==> config.mk <==
export PLATFORM = sky130hd
export DESIGN_NAME = mem_port_arbiter
export DESIGN_NICKNAME = d
export VERILOG_FILES = /design/src/rtl/mem_arb_pkg.sv /design/src/rtl/mem_port_arbiter_lat_counter.sv /design/src/rtl/mem_port_arbiter.sv
export SDC_FILE = /design/constraint.sdc
export NUM_CORES = 1
export LEC_CHECK = 0
export CAP_MARGIN = 20
export CORE_UTILIZATION = 47
export CTS_CLUSTER_DIAMETER = 80
export DETAILED_ROUTE_END_ITERATION = 8
export GPL_ROUTABILITY_DRIVEN = 1
export PLACE_DENSITY = 0.86
export SLEW_MARGIN = 20
export SYNTH_ARGS = -nofsm -noshare
export SYNTH_HDL_FRONTEND = slang
export SYNTH_SLANG_ARGS = --single-unit
==> constraint.sdc <==
create_clock -name clk -period 3.1 [get_ports clk]
set_input_delay 0.31 -clock clk [delete_from_list [all_inputs] [get_ports clk]]
set_output_delay 0.31 -clock clk [all_outputs]
set_load 0.02 [all_outputs]
==> src/rtl/mem_arb_pkg.sv <==
// Shared encodings for the unified-memory port arbiter.
// The state/grant constants are plain localparams so that older code can keep using them.
package mem_arb_pkg;

  localparam logic [1:0] IDLE  = 2'b00;
  localparam logic [1:0] ISSUE = 2'b01;
  localparam logic [1:0] WAIT  = 2'b10;
  localparam logic [1:0] DONE  = 2'b11;

  localparam logic GNT_IF = 1'b0;
  localparam logic GNT_DM = 1'b1;

  localparam int CNT_W = 4;

  // Attributes of the access currently in flight, latched at grant.
  typedef struct packed {
    logic gnt;
    logic wr;
    logic err;
  } accFlags_t;

endpackage

==> src/rtl/mem_port_arbiter_lat_counter.sv <==
// Loadable down-counter that times the fixed memory latency.
// It holds at zero instead of wrapping, so a stray dec cannot restart a wait.
module lat_counter
  import mem_arb_pkg::*;
(
  input  logic             clk,
  input  logic             rst,
  input  logic             load,
  input  logic [CNT_W-1:0] loadVal,
  input  logic             dec,
  output logic             zero
);

  logic [CNT_W-1:0] countReg;

  always_ff @(posedge clk or negedge rst) begin
    if (!rst) begin
      countReg <= '0;
    end else if (load) begin
      countReg <= loadVal;
    end else if (dec && (countReg != '0)) begin
      countReg <= countReg - 1'b1;
    end
  end

  assign zero = (countReg == '0);

endmodule

==> src/rtl/mem_port_arbiter.sv <==
// Shares one fixed-latency single-port memory between instruction fetch and data access.
// Only one access is in flight at a time; data requests win over fetches.
module mem_port_arbiter
  import mem_arb_pkg::*;
#(
  parameter int ADDR_W  = 16,
  parameter int DATA_W  = 16,
  parameter int MEM_LAT = 4
) (
  input  logic              clk,
  input  logic              rst,
  input  logic              if_req,
  input  logic [ADDR_W-1:0] if_addr,
  output logic [DATA_W-1:0] if_rdata,
  output logic              if_done,
  output logic              if_stall,
  input  logic              dm_req,
  input  logic              dm_wr,
  input  logic [ADDR_W-1:0] dm_addr,
  input  logic [DATA_W-1:0] dm_wdata,
  output logic [DATA_W-1:0] dm_rdata,
  output logic              dm_done,
  output logic              dm_stall,
  output logic              dm_err,
  input  logic              halt,
  output logic              halt_ack,
  output logic              mem_en,
  output logic              mem_wr,
  output logic [ADDR_W-1:0] mem_addr,
  output logic [DATA_W-1:0] mem_wdata,
  input  logic [DATA_W-1:0] mem_rdata
);

  localparam logic [CNT_W-1:0] LAT_LOAD = CNT_W'(MEM_LAT - 1);

  logic [1:0]        stateReg, stateNext;
  accFlags_t         flagsReg;
  logic [ADDR_W-1:0] addrReg;
  logic [DATA_W-1:0] wdataReg;
  logic [DATA_W-1:0] ifRdataReg, dmRdataReg;
  logic              haltSeenReg;
  logic              cntZero;
  logic              ifEligible, startAcc;
  logic              isIssue, isWait, isDone, captureNow;

  // Once halt has been seen, fetches are frozen so the final memory dump sees no traffic.
  assign ifEligible = if_req & ~haltSeenReg;
  assign startAcc   = (stateReg == IDLE) & (dm_req | ifEligible);
  assign isIssue    = (stateReg == ISSUE);
  assign isWait     = (stateReg == WAIT);
  assign isDone     = (stateReg == DONE);
  assign captureNow = isWait & cntZero;

  always_comb begin
    stateNext = stateReg;
    case (stateReg)
      IDLE: begin
        if (dm_req) begin
          stateNext = dm_addr[0] ? DONE : ISSUE;
        end else if (ifEligible) begin
          stateNext = ISSUE;
        end
      end
      ISSUE:   stateNext = WAIT;
      WAIT:    stateNext = cntZero ? DONE : WAIT;
      default: stateNext = IDLE;
    endcase
  end

  always_ff @(posedge clk or negedge rst) begin
    if (!rst) begin
      stateReg    <= IDLE;
      flagsReg    <= '0;
      addrReg     <= '0;
      wdataReg    <= '0;
      haltSeenReg <= 1'b0;
    end else begin
      stateReg <= stateNext;
      if (halt) begin
        haltSeenReg <= 1'b1;
      end
      if (startAcc) begin
        flagsReg.gnt <= dm_req ? GNT_DM : GNT_IF;
        flagsReg.wr  <= dm_req & dm_wr;
        flagsReg.err <= dm_req & dm_addr[0];
        addrReg      <= dm_req ? dm_addr : if_addr;
        wdataReg     <= dm_req ? dm_wdata : '0;
      end
    end
  end

  // Read data is captured on the last WAIT cycle and held until the next capture.
  always_ff @(posedge clk or negedge rst) begin
    if (!rst) begin
      ifRdataReg <= '0;
      dmRdataReg <= '0;
    end else if (captureNow) begin
      if (flagsReg.gnt == GNT_IF) begin
        ifRdataReg <= mem_rdata;
      end else if (!flagsReg.wr) begin
        dmRdataReg <= mem_rdata;
      end
    end
  end

  lat_counter uLatCounter (
    .clk     (clk),
    .rst     (rst),
    .load    (isIssue),
    .loadVal (LAT_LOAD),
    .dec     (isWait),
    .zero    (cntZero)
  );

  assign mem_en    = isIssue;
  assign mem_wr    = isIssue & flagsReg.wr;
  assign mem_addr  = isIssue ? addrReg : '0;
  assign mem_wdata = isIssue ? wdataReg : '0;

  assign if_done  = isDone & (flagsReg.gnt == GNT_IF);
  assign dm_done  = isDone & (flagsReg.gnt == GNT_DM);
  assign dm_err   = isDone & flagsReg.err;
  assign if_rdata = ifRdataReg;
  assign dm_rdata = dmRdataReg;

  // Stalls are forced low during reset so every output reads zero while rst is held.
  assign if_stall = rst & if_req & ~if_done;
  assign dm_stall = rst & dm_req & ~dm_done;
  assign halt_ack = haltSeenReg & (stateReg == IDLE);

endmodule

Word-level counts from Yosys, hierarchy flattened
Cells that the tools add are included.
Widths: inputs -> output; s select.
{"block": "op_classes", "n_addsub": 1, "eq_ne": 4, "n_mux": 12, "bitwise": 20, "n_reduce_logical": 7}
{"operator": "$mux 16", "n": 4}
{"operator": "$and 1x1->1", "n": 14}
{"operator": "$mux 4", "n": 2}
{"operator": "$mux 2", "n": 3}
{"operator": "$pmux 2 s3", "n": 1}
{"operator": "$not 1->1", "n": 5}
{"operator": "$eq 2x2->1 const B", "n": 2}
{"operator": "$logic_not 4->1", "n": 1}
{"operator": "$reduce_bool 4->1", "n": 1}
{"operator": "$sub 4x1->4 const B", "n": 1}
{"operator": "$ne 3x3->1 const B", "n": 1}
{"operator": "$reduce_and 3->1", "n": 1}
{"operator": "$eq 2x1->1 const B", "n": 1}
{"operator": "$logic_not 2->1", "n": 1}
{"operator": "$mux 1", "n": 2}
{"operator": "$reduce_and 2->1", "n": 1}
{"operator": "$reduce_bool 2->1", "n": 1}
{"operator": "$logic_and 1x1->1", "n": 1}
{"operator": "$or 1x1->1", "n": 1}
{"block": "totals", "elab_cells": 54, "reg_bits": 74}

Longest topological paths before layout
{"block": "logic_depth", "word_depth": 5, "mapped_depth": 7, "depth_no_buf": 5}

Cells and area by module
Synthesis repeated with hierarchy kept, for this count alone.
{"block": "hier_totals", "cells_unflattened": 301, "hier_area_um2": 3651.0}
{"module": "mem_port_arbiter", "area_each_um2": 3380.7, "instances": 1, "cells_per_inst": 274}
{"module": "lat_counter", "area_each_um2": 270.3, "instances": 1, "cells_per_inst": 27}

Worst setup path after synthesis
OpenSTA, ideal clock, no wires.
{"block": "synth_timing", "path_kind": "register to output", "start": "register stateReg[1]", "end": "output mem_addr[10]", "path_buffers": 2, "arrival_ps": 1466, "path_slack_ps": 1324, "path_stages_with_launch": 6, "cell_sequence": "dfrtp_1 inv_1 ha_1 clkbuf_1 clkbuf_1 and2_1"}
{"block": "synth_between", "elab_chain_cells": 2}
{"item": "start, declared", "line_no": "mem_port_arbiter.sv:36", "source": "logic [1:0] stateReg, stateNext;"}
{"item": "start signal, assigned", "line_no": "mem_port_arbiter.sv:78", "source": "stateReg <= stateNext;"}
{"item": "$eq 2x1->1", "line_no": "mem_port_arbiter.sv:49", "source": "assign isIssue = (stateReg == ISSUE);"}
{"item": "via mem_en", "line_no": "mem_port_arbiter.sv:27", "source": "output logic mem_en,"}
{"item": "$mux 16", "line_no": "mem_port_arbiter.sv:117", "source": "assign mem_addr = isIssue ? addrReg : '0;"}
{"item": "end, declared", "line_no": "mem_port_arbiter.sv:29", "source": "output logic [ADDR_W-1:0] mem_addr,"}
The timed path passes the listed nets, and every way through them passes these cells.

Worst setup path in the final report
{"block": "layout_timing", "start": "register stateReg[1]", "end": "output mem_addr[15]"}
{"block": "layout_between", "elab_chain_cells": 2}
{"item": "$eq 2x1->1", "line_no": "mem_port_arbiter.sv:49"}
{"item": "$mux 16", "line_no": "mem_port_arbiter.sv:117"}
No other way between the ends.

==> metrics.md <==
| Metric | Value |
|---|---|
| Psw | approximately 1700 uW |
| Slew Viols, Final | 0 |
| Sw frac | 34.8% |
| Required @ worst endpoint | 2790 ps |
| Final setup viols | 0 |
| Crit share post-route | 83.6% |
| CTS tree | done |
| Post-route ant nets | 0 |
| Sequential-to-total area share from yosys stat | 52.8% |
| P_leak | 0.00222 uW |
| Pre-antenna DRT Iters | 4 |
| Initial antenna violation count | 0 |
| GRT Total Usage | 22.8% |
| Final setup TNS | 0 ps |
| Skew-Pair Late Insertion Delay | roughly 340 ps |
| CTS root buf | clkbuf_8 |
| # Post-CTS Setup Buffers | 0 |
| Gates resized, CTS repair | 0 |
| PortBufs | 141 |
| Util after Layout | 72.7% |
| Max-slew headroom | 39.5% |
| Clock power frac | 17.9% |
| Die area | 7810 um2 |
| Die width | 88.4 um |
| Core area | ~7200 um2 |
| DP Area | around 5000 um2 |
| FILL cells | 531 |
| Max_cap viols | 0 |
| Post-synthesis instance area | 3510 um2 |
| GR Overflow Total | 0 |
| Max Fclk | 0.386 GHz |
| Synth top area cells | dfrtp_1 53%, mux2_2 18%, and2_1 6.4% |
| Worst path max stage delay | 630 ps |
| Avg Inst Size Synth | roughly 12 um2 |
| Critical path peak fanout | 26 |
| Vias/cell | 4.88 |
| Design area | 5250 um2 |
| Ant diodes | 0 |
| Worst vdd ir | 0.521 mV |
| Worst slack at placement | approximately 880 ps |
| Fin crit period | 2590 ps |
| Initial Utilization | about half |
| Worst min-delay path category | in -> async |
| Num CTS Buffers | 9 |
| Area growth syn-to-layout | 49.6% |
| R2R cell count | 5 |
| Pwr dens | 948 nW/um2 |
| Worst-margin pin slew | 907 ps |
| H-tree depth | 3 |
| CP arrival | 2280 ps |
| CTS sink cnt | between 70 and 80 |
| CP top delay family | buffers and inverters |
| Syn nets | between 300 and 400 |
| Die Ht | 88.4 um |
| Final Skew | 8.33 ps |
| FP Rows | 31 |
| Kind of critical path | reg -> out |
| First-pass GRT wire length | ~13000 um |
| Slowest CP cell | clkdlybuf4s50_1 |
| Status | finished, final reports clean |
| Vias in the first global route | 2799 |
| CP Launch Type | flip-flop |
| Final setup margin | 507 ps |
| GPL Wtd Cong | 0.704 |
| Unrepaired setup endpoints after global routing | false |
| Largest net degree at the start of global routing | between 70 and 80 |
| Fin. Hold Viols | 0 |
| Nets | between 500 and 600 |
| Synthesized flop and latch total | 74 |
| Endpoint type of the worst setup path | output pin |
| DRC | 0 |
| Layout cells sized above 1 | 21.5% |
| Synth area leader | dfrtp_1 |
| Crit path buffers/inverters | 3 |
| Internal Power | between 3000 and 4000 uW |
| I/O pins | 142 |
| Post-DP HPWL | 5690 um |
| Final wirelength | a little over 8000 um |
| Share of power burned in registers | 34.5% |
| Yosys warnings | 0 |
| Routed vias | 2598 |
| Gate Count Post-Synth | 287 |
| Logic pwr share | 47.6% |
| Clock transition at the registers of the reported paths | 80 ps |
| Critical path depth in cells | 5 |
| Synth top area share | 52.8% |
| Clk buf depth | 2 |
| DRT iter0 DRCs | 89 |
| CP Cell Sequence | inv_1 > ha_1 > buf_12 > and2_1 > clkdlybuf4s50_1 |
| Post-synthesis cell type count | 30 |
| WL/cell | 15.4 um |
| CTS hold repair buffers | 0 |
[placed cells by master (no fill, tap or decap)]
| master | n |
|---|---|
| dfrtp_1 | 74 |
| nor4b_1 | 1 |
| nor2b_4 | 1 |
| nand3_4 | 1 |
| clkbuf_8 | 9 |
| ha_1 | 5 |
| o21bai_1 | 1 |
| nor2_1 | 6 |
| mux2_4 | 10 |
| clkdlybuf4s50_1 | 140 |
| a211o_1 | 1 |
| bufinv_16 | 3 |
| buf_4 | 5 |
| nand3_1 | 18 |
| nand2b_1 | 1 |
| and4bb_4 | 1 |
| nand4b_1 | 1 |
| and2_1 | 36 |
| inv_1 | 23 |
| clkinv_2 | 1 |
| nor3b_1 | 3 |
| nor2b_1 | 2 |
| or2_2 | 1 |
| mux2i_1 | 3 |
| nand2_1 | 4 |
| o21a_1 | 1 |
| buf_12 | 2 |
| mux2_2 | 56 |
| a21oi_1 | 2 |
| o21ai_0 | 18 |
| clkinvlp_4 | 3 |
[synth_stat cells]
library cell	count
clkbuf_1	6
buf_1	1
buf_2	6
o21a_1	1
o21ai_0	18
nand4b_1	1
inv_1	23
nand3_4	1
and4bb_4	1
mux2_4	10
nor4b_1	1
nand3_1	18
and2_1	36
a211o_1	1
buf_4	1
nor2_1	6
ha_1	5
mux2_2	56
buf_6	2
o21bai_1	1
nor3b_1	3
nand2b_1	1
nor2b_4	1
buf_12	1
dfrtp_1	74
nand2_1	4
mux2i_1	3
a21oi_1	2
or2_2	1
nor2b_1	2
[stage by stage]
step                hold WS [ps]  total power, uW  cells
finish                       212             4970    532
global route                 292             5290    532
CTS                          239             5020    532
detailed placement           484             4100    516
global placement             479             4020    516
floorplan                   14.4             3020    287
[state kept, by name, summed over array words and instances, names as in the netlist]
signal                flops
wdataReg                 16
uLatCounter.countReg      4
haltSeenReg               1
dm_rdata                 16
flagsReg                  3
if_rdata                 16
addrReg                  16
stateReg                  2
[layout make-up]
class,instances,area (um2),area share (%)
clock buffer,9,124,2.36
clock inverter,7,118,2.24
inverter,23,86.3,1.65
multi-input combinational,173,1460,27.9
sequential,74,1850,35.3
tap,99,124,2.36
timing repair buffer,147,1480,28.2
[logic make-up after synthesis]
kind of cell	share of synthesized area, %
compound gates	3.53
fa+ha+maj	1.78
buf+inv	5.49
flops	52.8
mux	23.1
simple gates	13.3
[routing by layer]
metal  vias to the layer above  global-route usage [%]  wire length (um)
li1                       1243                       -                 -
met1                      1258                    28.4              3420
met2                        82                    38.7              4110
met3                        15                    5.78               531
met4                         0                    8.21               140
met5                         -                       0                 0
[power groups by stage]
stage / combinational, uW / sequential (uW) / clock [uW]
CTS: 2390 / 1720 / 911
floorplan: 1100 / 1920 / 0
detailed placement: 2370 / 1720 / 0
global route: 2560 / 1770 / 953
finish: 2370 / 1710 / 890
global placement: 2320 / 1700 / 0
[worst paths after layout]
| path | start | end | slack (ps) |
|---|---|---|---|
| max | stateReg[1]$_DFFE_PN0P_ | mem_addr[15] | 510 |
| min | rst | wdataReg[15]$_DFFE_PN0P_ | 210 |
| max reg2reg | stateReg[0]$_DFFE_PN0P_ | if_rdata[7]$_DFFE_PN0P_ | 960 |
| min reg2reg | addrReg[12]$_DFFE_PN0P_ | addrReg[12]$_DFFE_PN0P_ | 500 |
| max in group asynchronous | rst | addrReg[14]$_DFFE_PN0P_ | 2320 |
| min in group clk | addrReg[12]$_DFFE_PN0P_ | addrReg[12]$_DFFE_PN0P_ | 500 |
Power figures use the tool's default switching activity.
